--- src/rtl/conv_pkg.sv ---
// rtl/conv_pkg.sv - shared types and helpers for the conv window controller
package conv_pkg;

  typedef enum logic [1:0] {S_RUN, S_HOLD, S_DONE} conv_win_state_t;

  function automatic int pos_width(input int w, input int h);
    return $clog2((w > h) ? w : h);
  endfunction

endpackage

--- src/rtl/conv_pos_counter.sv ---
// rtl/conv_pos_counter.sv - row/column wrap counter for incoming frame pixels
module conv_pos_counter
  import conv_pkg::*;
#(
  parameter int width  = 28,
  parameter int height = 28,
  parameter int pos_w  = 5
) (
  input  logic             clk,
  input  logic             i_clr,
  input  logic             i_inc,
  output logic [pos_w-1:0] o_row,
  output logic [pos_w-1:0] o_col,
  output logic             o_row_last,
  output logic             o_col_last
);

  localparam logic [pos_w-1:0] ROW_MAX = pos_w'(height - 1);
  localparam logic [pos_w-1:0] COL_MAX = pos_w'(width - 1);

  logic [pos_w-1:0] row_q, row_d;
  logic [pos_w-1:0] col_q, col_d;

  always_comb begin
    o_row      = row_q;
    o_col      = col_q;
    o_row_last = (row_q == ROW_MAX);
    o_col_last = (col_q == COL_MAX);
    row_d      = row_q;
    col_d      = col_q;
    if (i_inc) begin
      if (o_col_last) begin
        col_d = '0;
        row_d = o_row_last ? '0 : row_q + 1'b1;
      end else begin
        col_d = col_q + 1'b1;
      end
    end
  end

  always_ff @(posedge clk) begin
    if (i_clr) begin
      row_q <= '0;
      col_q <= '0;
    end else begin
      row_q <= row_d;
      col_q <= col_d;
    end
  end

endmodule

--- src/rtl/conv_window_ctrl.sv ---
// rtl/conv_window_ctrl.sv - conv_ibuf write enable and kernel-window handshake control
// Optional stall counter enabled by CONV_WINDOW_CTRL_PERF_EN.
module conv_window_ctrl
  import conv_pkg::*;
#(
  parameter  int img_width  = 28,
  parameter  int img_height = 28,
  parameter  int kernel_dim = 3,
  localparam int pos_w      = pos_width(img_width, img_height)
) (
  input  logic             clk,
  input  logic             rst,
  input  logic             i_valid,
  output logic             o_ready,
  output logic             o_ibuf_we,
  output logic             o_win_valid,
  input  logic             i_win_ready,
  output logic [pos_w-1:0] o_out_row,
  output logic [pos_w-1:0] o_out_col,
  output logic             o_frame_done,
  output logic [31:0]      o_stall_cycles
);

  localparam logic [pos_w-1:0] K_M1 = pos_w'(kernel_dim - 1);

  conv_win_state_t  state_q, state_d;
  logic [pos_w-1:0] out_row_q, out_row_d;
  logic [pos_w-1:0] out_col_q, out_col_d;
  logic             last_q, last_d;

  logic [pos_w-1:0] pix_row, pix_col;
  logic             row_last, col_last;
  logic             accept, window_hit, win_accept;

  conv_pos_counter #(
    .width (img_width),
    .height(img_height),
    .pos_w (pos_w)
  ) u_pos (
    .clk       (clk),
    .i_clr     (rst),
    .i_inc     (accept),
    .o_row     (pix_row),
    .o_col     (pix_col),
    .o_row_last(row_last),
    .o_col_last(col_last)
  );

  always_ff @(posedge clk) begin
    if (rst) begin
      state_q   <= S_RUN;
      out_row_q <= '0;
      out_col_q <= '0;
      last_q    <= 1'b0;
    end else begin
      state_q   <= state_d;
      out_row_q <= out_row_d;
      out_col_q <= out_col_d;
      last_q    <= last_d;
    end
  end

  // The first kernel_dim-1 rows/cols are gated out, so stale ibuf data never forms a window.
  always_comb begin
    window_hit = (pix_row >= K_M1) && (pix_col >= K_M1);
    win_accept = accept && window_hit;
    state_d    = state_q;
    out_row_d  = out_row_q;
    out_col_d  = out_col_q;
    last_d     = last_q;
    if (win_accept) begin
      out_row_d = pix_row - K_M1;
      out_col_d = pix_col - K_M1;
      last_d    = row_last && col_last;
    end
    case (state_q)
      S_RUN:  if (win_accept) state_d = S_HOLD;
      S_HOLD: begin
        if (i_win_ready) begin
          if (last_q)          state_d = S_DONE;
          else if (win_accept) state_d = S_HOLD;
          else                 state_d = S_RUN;
        end
      end
      S_DONE:  state_d = S_RUN;
      default: state_d = S_RUN;
    endcase
  end

  always_comb begin
    o_ready      = !rst && ((state_q == S_RUN) || ((state_q == S_HOLD) && i_win_ready));
    accept       = i_valid && o_ready;
    o_ibuf_we    = accept;
    o_win_valid  = (state_q == S_HOLD);
    o_frame_done = (state_q == S_DONE);
    o_out_row    = out_row_q;
    o_out_col    = out_col_q;
  end

`ifdef CONV_WINDOW_CTRL_PERF_EN
  logic [31:0] stall_q, stall_d;

  always_comb begin
    stall_d = stall_q;
    if (i_valid && !o_ready && (stall_q != 32'hFFFF_FFFF)) stall_d = stall_q + 32'd1;
  end

  always_ff @(posedge clk) begin
    if (rst) stall_q <= '0;
    else     stall_q <= stall_d;
  end

  assign o_stall_cycles = stall_q;
`else
  assign o_stall_cycles = 32'd0;
`endif

endmodule
--- config.mk ---
export PLATFORM = sky130hd
export DESIGN_NAME = conv_window_ctrl
export DESIGN_NICKNAME = d
export VERILOG_FILES = /design/src/rtl/conv_pkg.sv /design/src/rtl/conv_pos_counter.sv /design/src/rtl/conv_window_ctrl.sv
export SDC_FILE = /design/constraint.sdc
export NUM_CORES = 1
export LEC_CHECK = 0
export ABC_AREA = 1
export CAP_MARGIN = 5
export CORE_UTILIZATION = 42
export DETAILED_ROUTE_END_ITERATION = 12
export GPL_ROUTABILITY_DRIVEN = 0
export PLACE_DENSITY = 0.77
export RECOVER_POWER = 25
export SETUP_SLACK_MARGIN = 0.1
export SLEW_MARGIN = 10
export SYNTH_ARGS = -nofsm -noshare
export SYNTH_HDL_FRONTEND = slang
export SYNTH_SLANG_ARGS = --single-unit
export TNS_END_PERCENT = 1
--- constraint.sdc ---
create_clock -name clk -period 1.3 [get_ports clk]
set_input_delay 0.26 -clock clk [delete_from_list [all_inputs] [get_ports clk]]
set_output_delay 0.26 -clock clk [all_outputs]
set_load 0.05 [all_outputs]
; ---- Yosys cells after proc, flatten, opt, wreduce, memory -nomap -nowiden
; Index checks and enable logic that the tools add are counted.
[op_classes]
eq_ne = 6
n_addsub = 4
n_reduce_logical = 11
n_mux = 7
magnitude_cmp = 2
[ops]
columns = cell, n
row1 = "5-bit by 1-bit adder with 5-bit output, second input constant", 2
row2 = "5-bit == test, second input constant", 2
row3 = "5-bit by 2-bit >= comparator with 1-bit output, second input constant", 2
row4 = 5-bit 2-to-1 mux, 2
row5 = "5-bit by 2-bit subtractor with 5-bit output, second input constant", 2
row6 = 1-bit logical AND, 6
row7 = 2-bit 2-to-1 mux, 3
row8 = 2-bit one-hot mux with 2 select lines, 1
row9 = 2-bit AND reduction, 2
row10 = "2-bit by 1-bit == test with 1-bit output, second input constant", 1
row11 = "2-bit == test, second input constant", 1
row12 = 2-bit zero test, 1
row13 = "2-bit by 1-bit != test with 1-bit output, second input constant", 1
row14 = "2-bit != test, second input constant", 1
row15 = 1-bit zero test, 1
row16 = 1-bit logical OR, 1
row17 = 1-bit 2-to-1 mux, 1
[word_totals]
reg_bits = 23
input_bits = 4
word_cells = 36

; ---- Logic depth before layout (Yosys ltp)
[depth]
depth_word = 10
mapped_depth = 10
ltp_nobuf = 9

; ---- Modules after synthesis
; A second synthesis with hierarchy kept.
[unflattened]
cells_unflattened = 225
area_unflattened_um2 = 1537.7
[by_module_without_submodules]
columns = mod, cells_each, instances, area_per_inst_um2, seq_area_each_um2
row1 = conv_window_ctrl, 140, 1, 950.9, 260.2
row2 = conv_pos_counter, 85, 1, 586.8, 200.2

; ---- Worst setup path before layout
; OpenSTA, ideal clock, no wires.
[synth_path]
kind = register -> register
startpoint = register state_q[0]
endpoint = register state_q[0]
path_slack_ps = -73
setup_ps = 70
period_less_slack_ps = 1373
n_path_buf = 0
t_arrival_ps = 1303
path_stages_with_launch = 5
path_cell_list = dfxtp_1 inv_1 nor2_1 nand2_1 a21oi_1
[synth_between]
elab_chain_len = 10
[synth_lines]
columns = item, line
row1 = "start, declared", conv_window_ctrl.sv:26  ; conv_win_state_t state_q, state_d;
row2 = "start signal, assigned", conv_window_ctrl.sv:56  ; state_q <= state_d;
row3 = 2-bit by 1-bit == test with 1-bit output *, n/a
row4 = named net o_win_valid, conv_window_ctrl.sv:16  ; output logic o_win_valid,
row5 = 1-bit logical AND, conv_window_ctrl.sv:91  ; o_ready = !rst && ((state_q == S_RUN) || ((state_q == S_HOLD) && i_win_ready));
row6 = 1-bit logical OR, conv_window_ctrl.sv:91
row7 = 1-bit logical AND, conv_window_ctrl.sv:91
row8 = 1-bit logical AND, conv_window_ctrl.sv:92  ; accept = i_valid && o_ready;
row9 = 1-bit logical AND, conv_window_ctrl.sv:66  ; win_accept = accept && window_hit;
row10 = 1-bit 2-to-1 mux, conv_window_ctrl.sv:81  ; else if (win_accept) state_d = S_HOLD;
row11 = 2-bit 2-to-1 mux, conv_window_ctrl.sv:80  ; if (last_q) state_d = S_DONE;
row12 = 2-bit 2-to-1 mux, conv_window_ctrl.sv:79  ; if (i_win_ready) begin
row13 = 2-bit one-hot mux with 2 select lines, conv_window_ctrl.sv:76  ; case (state_q)
; Mark *: on every way through the listed nets, which the timed path passes. The rest lies on a longest branch. The select of a mux whose other input is x is not followed.
; A chain may end at the register's enable or synchronous reset.

; ---- Worst setup path in the final report
[layout_path]
startpoint = input i_valid
endpoint = output o_ibuf_we
[layout_between]
elab_chain_len = 1
[layout_lines]
columns = item, line
row1 = "start, declared", conv_window_ctrl.sv:13  ; input logic i_valid,
row2 = 1-bit logical AND, conv_window_ctrl.sv:92
row3 = "end, declared", conv_window_ctrl.sv:15  ; output logic o_ibuf_we,
; No other way between the ends.

==> results.py <==
metrics = {
    "outcome": {
        "outcome": "complete, but fails checks",
        "violations": "negative setup slack",
    },
    "power": {
        "p_int_mw": 0.991,
        "power_density_nw_per_um2": 736,
        "power.total_mw": 1.54,
        "p_switching_mw": 0.547,
        "p_seq_frac": 0.464,
        "total_leakage_power_nw": 1.04,
        "netSwitchingFraction": 0.355,
        "ir_worst_vdd_mv": 0.439,
        "p_clk_frac": 0.306,
        "power_frac_comb": 0.230,
    },
    "layout": {
        "post-route-util": 0.607,
        "diodes": 0,
        "multiInputGateArea_um2": 860,
        "synthToLayoutAreaGrowth_pct": 35.1,
        "nNetsFinal": 276,
        "n_fill_cell": 310,
        "drive_above_1_share": 0.293,
        "ff_latch_area_um2": 470,
        "final_cells": 309,
    },
    "logic_synthesis": {
        "synth_cells": 222,
        "synth_area_um2": 1550,
        "synth-seq-cells": 23,
        "yosysTopAreaCell": "dfxtp_1",
        "synth_area_leaders": "dfxtp_1, buf_4, nand2_1, nor2_1, inv_1",
        "syn_avg_cell_area_um2": 6.97,
        "synth_cell_types": 22,
        "synth_edf_count": 0,
        "yosys-top-cells-count": "nand2_1, buf_4, nor2_1, inv_1, dfxtp_1",
        "yosysWarnings": 0,
        "ys.flop_type": "dfxtp_1",
        "synthArstFlopShare": 0,
        "ys_seq_area_frac": 0.298,
        "synth_top_area_frac": 0.298,
        "synth_most_common_cell": "nand2_1",
    },
    "clock_network": {
        "ctsHoldBuffers": 0,
        "h-tree-depth": 1,
        "cts_sinks": 23,
        "path_clk_slew_ps": 80,
        "cts_inserted_buffers": 3,
        "clock_latency_ps": 280,
        "clock-root-buffer": "clkbuf_8",
        "tritoncts": "yes",
        "cts_max_path_buffers": 2,
    },
    "sta": {
        "post-route-period-util": 1.10,
        "fin_worst_skew_ps": 8.92,
        "final-max-slew-violation-count": 0,
        "setup_ws_ps": -125,
        "hold_ws_ps": 382,
        "timing_hold_violations_final": 0,
        "fin_crit_ps": 1430,
        "setup_viol": 14,
        "rsz0062_at_grt": "yes",
        "timing.fmax_ghz": 0.702,
        "finalSetupTns_ps": -845,
    },
    "global_routing": {
        "grt_util_all_layers": 0.155,
        "grt_pass1_vias": 1177,
        "grt_pass1_wl_um": 4840,
        "grt_max_degree": 21,
        "antenna_found_initial": 0,
        "grt.overflow.total": 0,
    },
    "critical_path": {
        "cp-start-kind": "input pin",
        "r2r_end": "o_out_row[2]",
        "reg2regPathDepth": 8,
        "r2r_slack_ps": -70,
        "cpPeakStageDelay_ps": 480,
        "critPathKind": "in2out",
        "cp_max_fo": 2,
        "r2r_start": "state_q[1]",
        "path_cells": "clkdlybuf4s50_1 > inv_1 > nor2_8 > buf_6 > buf_12",
        "cp-end-kind": "output pin",
        "crit_arrival_ps": 1170,
        "cp.required_ps": 1040,
        "critPathSlowestCell": "clkdlybuf4s50_1",
    },
    "drt": {
        "vias": 1365,
        "avgViaCountPerCell": 4.42,
        "final_antenna_net_count": 0,
        "wl_per_cell_um": 10.3,
        "first_iter_violations": 72,
        "drtPass1Iterations": 4,
        "wirelength_um": 3180,
        "drc": 0,
    },
    "floorplanning": {
        "die-area_um2": 3930,
        "core_area_um2": 3440,
        "die_y_um": 62.7,
        "boundaryPins": 50,
        "initial_core_util": 0.449,
        "rows": 21,
        "die_width_um": 62.7,
    },
    "worst_hold_path": {
        "hold_end": "state_q[0]",
        "hold_path_class": "in2reg",
        "worstHoldPathCells": 4,
        "hold_start": "i_win_ready",
    },
    "place": {
        "hpwl_um": 2160,
        "io_buffers": 17,
        "dp_cells": 302,
    },
    "run": {
        "cap_violations": 0,
    },
}
[per-stage QoR]
step / instance area (um2) / setup WS [ps]
after global placement: 1940 / -313
after CTS: 2030 / -117
after detailed placement: 1940 / -308
after global routing: 2090 / -152
after floorplan: 1670 / -43.5
final: 2090 / -125
[critical path: cells and delay by family]
family / cells / cell delay (ps)
and+or+nand+nor: 1 / 120
buffers and inverters: 4 / 790
[final cells by class]
type                       count  area share
clock buffer                   3      0.0198
clock inverter                 1     0.00240
inverter                      32      0.0587
multi-input combinational    159       0.411
sequential                    23       0.225
tap                           46      0.0275
timing repair buffer          45       0.255
[power groups by stage]
| stage | logic [mW] | registers (mW) | clock network, mW |
|---|---|---|---|
| final | 0.353 | 0.713 | 0.471 |
| after global routing | 0.368 | 0.715 | 0.505 |
| after CTS | 0.342 | 0.710 | 0.481 |
| after detailed placement | 0.333 | 0.728 | 0 |
| after global placement | 0.330 | 0.728 | 0 |
| after floorplan | 0.349 | 0.730 | 0 |
[cells by family (layout without fill, tap and decap cells)]
logic type	after synthesis	in the layout	synth area share
other	1	32	0.00242
adders and majority gates	8	8	0.0647
AOI/OAI and AO/OA	16	16	0.0526
buffers and inverters	71	81	0.269
DFF	23	23	0.298
xor gates and xnor gates	6	6	0.0340
and+or+nand+nor	97	97	0.279
[layer usage]
metal	GRT usage	routed length, um
met1	0.180	1410
met2	0.264	1610
met3	0.0292	128
met4	0.0930	31
met5	0	0
[state kept, by name (all words and copies together), names as in the netlist]
| name | count |
|---|---|
| state_q | 2 |
| u_pos.o_row | 5 |
| u_pos.o_col | 5 |
| last_q | 1 |
| o_out_col | 5 |
| o_out_row | 5 |
[what timing repair did]
action,CTS,global route
cloned,0,1
endpoints found under the setup margin,25,26
setup buffers,2,0
pin swaps,9,6
gates resized for setup,19,20
[cells in the final DEF (no fill, tap or decap), drive strengths merged]
cell type / synthesis / final
nor3: 1 / 1
ha: 8 / 8
nand3: 4 / 4
nor2: 34 / 34
nand2: 49 / 49
o21ai: 5 / 5
a21oi: 10 / 10
clkinv: 0 / 1
clkbuf: 1 / 6
clkdlybuf4s50: 0 / 1
xor2: 6 / 6
a31oi: 1 / 1
conb: 1 / 32
inv: 32 / 32
buf: 38 / 39
dfxtp: 23 / 23
dlygate4sd2: 0 / 2
nand4: 9 / 9
[worst max-delay path by stage]
stage                   start           end  slack (ps)  cells after the start
6_report              i_valid     o_ibuf_we        -130                      5
3_3_place_gp      i_win_ready  o_out_row[3]        -310                      9
2_1_floorplan  u_pos.o_row[2]  o_out_col[0]         -40                      9
4_1_cts            state_q[1]     o_ibuf_we        -120                      5
3_5_place_dp      i_win_ready  o_out_col[2]        -310                      9
5_1_grt        u_pos.o_col[1]  o_out_col[0]        -150                     10
Power figures use the tool's default switching activity.
